File: config.mk
export PLATFORM = sky130hd
export DESIGN_NAME = abm_ram_writer
export DESIGN_NICKNAME = d
export VERILOG_FILES = /design/src/rtl/abm_ram_writer.sv
export SDC_FILE = /design/constraint.sdc
export NUM_CORES = 1
export LEC_CHECK = 0
export CAP_MARGIN = 5
export CORE_AREA = 5 5 705 707
export CTS_BUF_LIST = sky130_fd_sc_hd__clkbuf_2
export DETAILED_ROUTE_END_ITERATION = 12
export DIE_AREA = 0 0 710 712
export PLACE_DENSITY = 0.3
export SYNTH_ARGS = -nofsm -noshare
export SYNTH_HDL_FRONTEND = slang
export SYNTH_SLANG_ARGS = --single-unit
File: constraint.sdc
create_clock -name clk -period 2.4 [get_ports clk]
set_clock_uncertainty 0.2 [all_clocks]
set_input_delay 0.48 -clock clk [delete_from_list [all_inputs] [get_ports clk]]
set_output_delay 0.48 -clock clk [all_outputs]
set_load 0.02 [all_outputs]
File: src/rtl/abm_ram_writer.sv
// AXI4 write-only slave that fills one ABM SDP RAM through its write port.
// Define ABM_WR_CLEAR_EN to build in the zero-fill clear engine (clear_req / clear_busy).
module abm_ram_writer #(
  parameter int DW = 512,
  parameter int DD = 16384
) (
  input  logic                          clk,
  input  logic                          resetn,
  output logic [$clog2(DD)-1:0]         ram_waddr,
  output logic [DW-1:0]                 ram_wdata,
  output logic [DW/8-1:0]               ram_we,
  input  logic                          clear_req,
  output logic                          clear_busy,
  output logic [2:0]                    dbg_state,
  input  logic [$clog2(DD*DW/8)-1:0]    S_AXI_AWADDR,
  input  logic                          S_AXI_AWVALID,
  input  logic [3:0]                    S_AXI_AWID,
  input  logic [7:0]                    S_AXI_AWLEN,
  input  logic [2:0]                    S_AXI_AWSIZE,
  input  logic [1:0]                    S_AXI_AWBURST,
  input  logic                          S_AXI_AWLOCK,
  input  logic [3:0]                    S_AXI_AWCACHE,
  input  logic [3:0]                    S_AXI_AWQOS,
  input  logic [2:0]                    S_AXI_AWPROT,
  output logic                          S_AXI_AWREADY,
  input  logic [DW-1:0]                 S_AXI_WDATA,
  input  logic [DW/8-1:0]               S_AXI_WSTRB,
  input  logic                          S_AXI_WVALID,
  input  logic                          S_AXI_WLAST,
  output logic                          S_AXI_WREADY,
  output logic [3:0]                    S_AXI_BID,
  output logic [1:0]                    S_AXI_BRESP,
  output logic                          S_AXI_BVALID,
  input  logic                          S_AXI_BREADY,
  input  logic [$clog2(DD*DW/8)-1:0]    S_AXI_ARADDR,
  input  logic                          S_AXI_ARVALID,
  input  logic [3:0]                    S_AXI_ARID,
  input  logic [7:0]                    S_AXI_ARLEN,
  input  logic [2:0]                    S_AXI_ARSIZE,
  input  logic [1:0]                    S_AXI_ARBURST,
  input  logic                          S_AXI_ARLOCK,
  input  logic [3:0]                    S_AXI_ARCACHE,
  input  logic [3:0]                    S_AXI_ARQOS,
  input  logic [2:0]                    S_AXI_ARPROT,
  output logic                          S_AXI_ARREADY,
  output logic [DW-1:0]                 S_AXI_RDATA,
  output logic [1:0]                    S_AXI_RRESP,
  output logic                          S_AXI_RLAST,
  output logic [3:0]                    S_AXI_RID,
  output logic                          S_AXI_RVALID,
  input  logic                          S_AXI_RREADY
);
  localparam int WA_W = $clog2(DD);
  localparam int BA_W = $clog2(DD*DW/8);
  localparam int SB_W = $clog2(DW/8);

  localparam logic [2:0] S_INIT  = 3'd0;
  localparam logic [2:0] S_IDLE  = 3'd1;
  localparam logic [2:0] S_DATA  = 3'd2;
  localparam logic [2:0] S_RESP  = 3'd3;
`ifdef ABM_WR_CLEAR_EN
  localparam logic [2:0] S_CLEAR = 3'd4;
`endif

  // Handshakes: a transfer happens on a rising clk edge where VALID and READY are both high.
  // VALID never depends on READY; READY here is registered and may assert before VALID.
  logic [2:0]      state;
  logic [WA_W-1:0] addr;
  logic            clr_hold;
  logic            aw_hs;
  logic            w_hs;
  logic            b_hs;

  assign aw_hs     = S_AXI_AWVALID & S_AXI_AWREADY;
  assign w_hs      = S_AXI_WVALID & S_AXI_WREADY;
  assign b_hs      = S_AXI_BVALID & S_AXI_BREADY;
  assign dbg_state = state;

  assign S_AXI_BRESP   = 2'b00;
  assign S_AXI_ARREADY = 1'b0;
  assign S_AXI_RVALID  = 1'b0;
  assign S_AXI_RDATA   = '0;
  assign S_AXI_RRESP   = 2'b00;
  assign S_AXI_RLAST   = 1'b0;
  assign S_AXI_RID     = 4'd0;

`ifdef ABM_WR_CLEAR_EN
  logic pending;
  logic start_clear;

  assign clr_hold    = pending | clear_req;
  assign start_clear = (state == S_IDLE) && !aw_hs && clr_hold;

  always_ff @(posedge clk) begin
    if (!resetn) begin
      pending    <= 1'b0;
      clear_busy <= 1'b0;
    end else begin
      if (start_clear) begin
        clear_busy <= 1'b1;
      end else if (state == S_CLEAR && addr == '1) begin
        clear_busy <= 1'b0;
        pending    <= 1'b0;
      end
      // Requests that cannot start a clear right now are remembered once; ignored while clearing.
      if (clear_req && state != S_CLEAR && !start_clear) pending <= 1'b1;
    end
  end
`else
  logic unused_clear;
  assign unused_clear = clear_req;
  assign clr_hold     = 1'b0;
  assign clear_busy   = 1'b0;
`endif

  always_ff @(posedge clk) begin
    if (!resetn) begin
      state         <= S_INIT;
      addr          <= '0;
      S_AXI_AWREADY <= 1'b0;
      S_AXI_WREADY  <= 1'b0;
      S_AXI_BVALID  <= 1'b0;
      S_AXI_BID     <= 4'd0;
      ram_we        <= '0;
      ram_waddr     <= '0;
      ram_wdata     <= '0;
    end else begin
      ram_we <= '0;
      case (state)
        S_INIT: begin
          S_AXI_AWREADY <= 1'b1;
          state         <= S_IDLE;
        end
        S_IDLE: begin
          if (aw_hs) begin
            addr          <= S_AXI_AWADDR[BA_W-1:SB_W];
            S_AXI_BID     <= S_AXI_AWID;
            S_AXI_AWREADY <= 1'b0;
            S_AXI_WREADY  <= 1'b1;
            state         <= S_DATA;
          end
`ifdef ABM_WR_CLEAR_EN
          else if (clr_hold) begin
            S_AXI_AWREADY <= 1'b0;
            addr          <= '0;
            state         <= S_CLEAR;
          end
`endif
        end
        S_DATA: begin
          if (w_hs) begin
            ram_waddr <= addr;
            ram_wdata <= S_AXI_WDATA;
            ram_we    <= S_AXI_WSTRB;
            addr      <= addr + 1'b1;
            if (S_AXI_WLAST) begin
              S_AXI_WREADY <= 1'b0;
              S_AXI_BVALID <= 1'b1;
              state        <= S_RESP;
            end
          end
        end
        S_RESP: begin
          if (b_hs) begin
            S_AXI_BVALID  <= 1'b0;
            // A queued clear must win over the next AW, so keep AWREADY low into IDLE.
            S_AXI_AWREADY <= !clr_hold;
            state         <= S_IDLE;
          end
        end
`ifdef ABM_WR_CLEAR_EN
        S_CLEAR: begin
          ram_waddr <= addr;
          ram_wdata <= '0;
          ram_we    <= '1;
          addr      <= addr + 1'b1;
          if (addr == '1) begin
            S_AXI_AWREADY <= 1'b1;
            state         <= S_IDLE;
          end
        end
`endif
        default: state <= S_INIT;
      endcase
    end
  end

  logic unused_ok;
  assign unused_ok = &{1'b0, S_AXI_AWADDR[SB_W-1:0], S_AXI_AWLEN, S_AXI_AWSIZE, S_AXI_AWBURST,
                       S_AXI_AWLOCK, S_AXI_AWCACHE, S_AXI_AWQOS, S_AXI_AWPROT, S_AXI_ARADDR,
                       S_AXI_ARVALID, S_AXI_ARID, S_AXI_ARLEN, S_AXI_ARSIZE, S_AXI_ARBURST,
                       S_AXI_ARLOCK, S_AXI_ARCACHE, S_AXI_ARQOS, S_AXI_ARPROT, S_AXI_RREADY};
endmodule

* Word-level counts from Yosys, hierarchy flattened
Cells that the tools add are included.
** Storage, ports and cells
- Output and inout port bits :: 1124
- Register bits after elaboration :: 614
- Bits of input ports :: 683
- Word-level logic and storage cells :: 51
** Cells by class
- Add/sub/neg operators :: 1
- Reduce and logical (&&, ||, !) cells :: 12
- Equality and inequality tests :: 7
- Bitwise logic cells :: 3
- Multiplexer cells :: 19
** Operators by type and width (number)
- 14-bit two-way mux :: 2
- 14-bit case mux with 2 select lines :: 1
- 14-bit by 1-bit adder with 14-bit output (second input constant) :: 1
- 3-bit two-way mux :: 4
- 3-bit case mux with 4 select lines :: 1
- 4-bit AND reduction :: 3
- 3-bit AND reduction :: 3
- 1-bit two-way mux :: 8
- 2-bit != test (second input constant) :: 4
- 3-bit by 2-bit equality test with 1-bit output (second input constant) :: 2
- 1-bit case mux with 2 select lines :: 2
- 2-bit AND reduction :: 2
- 2-bit nonzero test :: 2
- 1-bit bitwise AND :: 3
- 3-bit by 1-bit equality test with 1-bit output (second input constant) :: 1
- 3-bit zero test :: 1
- 1-bit case mux with 3 select lines :: 1
- 3-bit nonzero test :: 1

* Logic depth before layout (Yosys ltp)
- Depth in word-level cells :: 3
- Mapped depth :: 8
- Mapped depth without buffers :: 6

* Worst setup path after synthesis
OpenSTA, ideal clock, no wires.
- Path kind :: register -> register
- From :: reg state[0] (netlist: dbg_state[0])
- To :: reg addr[6]
- Slack :: 0.328 ns
- Library setup time :: 0.087 ns
- Required time :: 2.113 ns
- Arrival time :: 1.785 ns
- Clock period less this slack :: 2.072 ns
- Cell stages (with the launch flop) :: 9
- Buffers on the path :: 2
- Path through :: dfxtp_1 -> inv_1 -> ha_1 -> buf_4 -> or2_1 -> and3_1 -> buf_4 -> a211o_1 -> o31ai_1
** On the way
- Word-level cells in the longest chain between the ends :: 3
- Elaborated cells on any way between the ends :: 7
- Classes of those cells :: eq/ne: 4; mux: 1; reduce/logical: 2
** Ends and longest elaborated chain
- start: declaration :: RTL line 67 : logic [2:0] state;
- start signal: assignment :: RTL line 118 : state <= S_INIT;
- start signal: assignment :: RTL line 132 : state <= S_IDLE;
- start signal: assignment :: RTL line 140 : state <= S_DATA;
- 3-bit by 2-bit equality test with 1-bit output or 3-bit by 1-bit equality test with 1-bit output (tied branches) :: RTL line 129 : case (state)
- 2-bit != test (no line) or 2-bit nonzero test (tied branches)
- 3-bit AND reduction (no line)
- end signal: assignment :: RTL line 136 : addr <= S_AXI_AWADDR[BA_W-1:SB_W];
- end signal: assignment :: RTL line 155 : addr <= addr + 1'b1;
- end: declaration :: RTL line 68 : logic [WA_W-1:0] addr;
Several ways; a longest one is shown, not always the timed one.
A chain may end at the register's enable or synchronous reset.

* Worst setup path in the final report
- From :: reg ram_wdata[364]
- To :: out ram_wdata[364]
** RTL lines
- start: declaration :: RTL line 10 : output logic [DW-1:0] ram_wdata,
- start signal: assignment :: RTL line 126 : ram_wdata <= '0;
- start signal: assignment :: RTL line 153 : ram_wdata <= S_AXI_WDATA;
No word-level cell between the ends.

==> results.json <==
{
  "netSwitchingFraction_pct": 34.33,
  "r2r_cells": 8,
  "cts.sinks": 613,
  "holdWs_ns": 0.1619,
  "rsz0062_at_grt": "yes",
  "cts_tree": "done",
  "synth_flop_cell": "dfxtp_1",
  "crit_chain": "buf_6",
  "period_needed_ns": 2.929,
  "crit_slowest_cell": "dfxtp_4",
  "crit_type": "reg2out",
  "crit-reg2reg-launch": "dbg_state[1]",
  "globalRouteOverflowTotal": 0,
  "critPathLaunchType": "flop",
  "post-place-cells": 10780,
  "cts_inserted_buffers": 207,
  "fp.dieArea_um2": 505500,
  "drive_above_1_share_pct": 29.01,
  "seqPwrFrac_pct": 40.2,
  "clockBufferDepth": 4,
  "pin_count": 1807,
  "drc": 0,
  "syn-cell-area_um2": 24980,
  "clkPwrFrac_pct": 35.5,
  "crit_fanout": 2,
  "placed_area_um2": 43650,
  "drtIter0Drc": 1282,
  "setup_slack_ns": -0.5295,
  "final_cell_mix": "dlygate4sd3_1, nand2_1, clkdlybuf4s50_1, a21oi_1, conb_1",
  "clk_pin_slew_ns": 0.10,
  "crit_buf_inv": 1,
  "intPower_mw": 17.04,
  "status": "complete, but fails checks",
  "grt_max_degree": 75,
  "maxCapViolCount": 0,
  "clock-root-buffer": "clkbuf_2",
  "violations": "setup timing",
  "insertion_delay_ns": 1.63,
  "hold_viol_final": 0,
  "min_path_cells": 2,
  "antenna_found_initial": 122,
  "synth.distinct_cells": 50,
  "final_nets": 6849,
  "async_flop_share_pct": 0,
  "ff2ff_setup_slack_ns": 0.09,
  "cp_slowest_stage_delay_ns": 0.42,
  "place.gp.congestion": 0.8475,
  "leakage_nw": 24.33,
  "worst_slew_pin_slew_ns": 0.7168,
  "rows": 257,
  "crit_required_ns": 1.72,
  "hp-class": "reg2reg",
  "synth_edf_count": 0,
  "fmaxAchievable_ghz": 0.3414,
  "routed_wl_um": 284500,
  "worstHoldStart": "addr[7]",
  "arrival_ns": 2.25,
  "yosysSeqAreaShare_pct": 49.13,
  "switchingPower_mw": 8.907,
  "min_to": "ram_waddr[7]",
  "grt_pass1_vias": 33151,
  "combinationalPowerShare_pct": 24.3,
  "p_per_area_nw_per_um2": 395.9,
  "worst_setup_path_end_kind": "output port",
  "antenna_left": 0,
  "syn_to_final_growth_pct": 162.4,
  "start_util_pct": 5.107,
  "h-tree-depth": 4,
  "netlist_instances": 3115,
  "grt_usage_pct": 10.57,
  "numPortBuffers": 1198,
  "postSynthAreaPerCell_um2": 8.018,
  "final_common_cell": "dlygate4sd3_1",
  "ys.warnings.count": 0,
  "drv_slew": 0,
  "postLayoutCellArea_um2": 65540,
  "setup-tns-final_ns": -217.63,
  "instances_no_fill": 12806,
  "die_h_um": 712,
  "slew_headroom_pct": 52.06,
  "ys_ff_latch": 613,
  "ir_drop_mv": 0.2813,
  "reg2reg_to": "ram_wdata[55]",
  "period_share_pct": 122.1,
  "grt_pass1_wl_um": 350100,
  "drt_first_pass_iters": 5,
  "wire_per_inst_um": 22.21,
  "viasPerCell": 2.512,
  "routed-via-count": 32173,
  "crit_cells": 1,
  "setup_viol": 599,
  "core_area_um2": 489100,
  "path_delay_family": "flip-flops",
  "hpwl_um": 243100,
  "fp.dieW_um": 710
}
## logic make-up (layout without fill, tap and decap cells)
| logic type | after synthesis | count (layout) | share of synthesized area (%) |
|---|---|---|---|
| muxes | 7 | 7 | 0.2805 |
| adders and majority gates | 6 | 6 | 0.3006 |
| and+or+nand+nor | 1179 | 1179 | 18.80 |
| other | 1 | 571 | 0.01501 |
| AOI/OAI and AO/OA | 581 | 581 | 12.15 |
| DFF | 613 | 613 | 49.13 |
| buffers and inverters | 728 | 3374 | 19.32 |
## stage by stage
stage	utilization (%)	total power [mW]	setup WS [ns]
finish	13.40	25.95	-0.5295
global route	13.38	27.67	-0.9516
CTS	13.20	26.84	-1.054
detailed placement	8.924	14.72	-0.1064
global placement	8.924	14.75	-0.1004
floorplan	-	13.02	0.3277
## area by class of cell
type / instances / area (µm²)
fill: 56077 / 423500
timing repair buffer: 3029 / 32360
sequential: 613 / 13320
multi-input combinational: 2298 / 9882
tap: 6475 / 8102
clock buffer: 297 / 1486
clock inverter: 37 / 227.7
antenna: 46 / 115.1
inverter: 11 / 48.80
## synth_stat cells, types with 2 or more instances
cell type / instances / area share [%]
a211oi_1: 5 / 0.15
a21bo_2: 2 / 0.080
a21boi_0: 3 / 0.090
a21boi_1: 2 / 0.060
a21oi_1: 535 / 11
and2_1: 64 / 1.6
and3_1: 4 / 0.10
buf_1: 7 / 0.11
buf_2: 76 / 1.5
buf_4: 531 / 16
clkbuf_1: 102 / 1.5
dfxtp_1: 613 / 49
ha_1: 6 / 0.30
inv_1: 11 / 0.17
mux2i_1: 7 / 0.28
nand2_1: 1066 / 16
nand2b_1: 3 / 0.075
nand3_1: 10 / 0.20
nand4_1: 5 / 0.13
nor2_1: 10 / 0.15
nor3_1: 3 / 0.060
nor4_1: 4 / 0.10
o21ai_0: 7 / 0.14
o221a_2: 2 / 0.090
o22ai_1: 2 / 0.050
o31a_1: 3 / 0.11
o31ai_1: 5 / 0.15
o32ai_1: 3 / 0.11
or3_1: 3 / 0.075
## what timing repair did
| item | 4_1_cts | 5_1_grt |
|---|---|---|
| setup endpoints to repair | 601 | 628 |
| resized for setup | 3795 | 50 |
| cloned | 0 | 5 |
| hold buffers | 1530 | 1 |
| pin swaps | 0 | 2 |
| endpoints found under the hold margin | 613 | 1 |
| setup buffers | 44 | 69 |
## layer usage
layer / up-vias / routed length [µm] / global-route usage, %
met2: 1338 / 131400 / 17.37
met3: 348 / 29510 / 4.704
met4: 46 / 6525 / 2.335
met1: 15262 / 116700 / 12.59
li1: 15179 / - / -
met5: - / 290 / 0
## sequential cells by signal, indices dropped and copies added (netlist names)
register       count
ram_wdata        512
addr              14
ram_waddr         14
S_AXI_WREADY       1
S_AXI_BVALID       1
S_AXI_AWREADY      1
S_AXI_BID          4
ram_we            64
dbg_state          2
## power by group through the flow
stage	sequential, mW	combinational, mW	clock, mW
2_1_floorplan	10.8	2.19	0
3_5_place_dp	10.8	3.96	0
5_1_grt	10.5	6.73	10.5
6_report	10.4	6.31	9.20
4_1_cts	10.5	6.32	10.1
3_3_place_gp	10.8	3.98	0
## worst max-delay path by stage
stage | from | end | slack, ns
5_1_grt | ram_wdata[6] | ram_wdata[6] | -0.95
3_3_place_gp | S_AXI_WVALID | ram_wdata[203] | -0.10
3_5_place_dp | S_AXI_WVALID | ram_wdata[324] | -0.11
4_1_cts | ram_wdata[68] | ram_wdata[68] | -1.05
6_report | ram_wdata[364] | ram_wdata[364] | -0.53
2_1_floorplan | dbg_state[0] | addr[6] | 0.33
(Power assumes the default switching activity.)
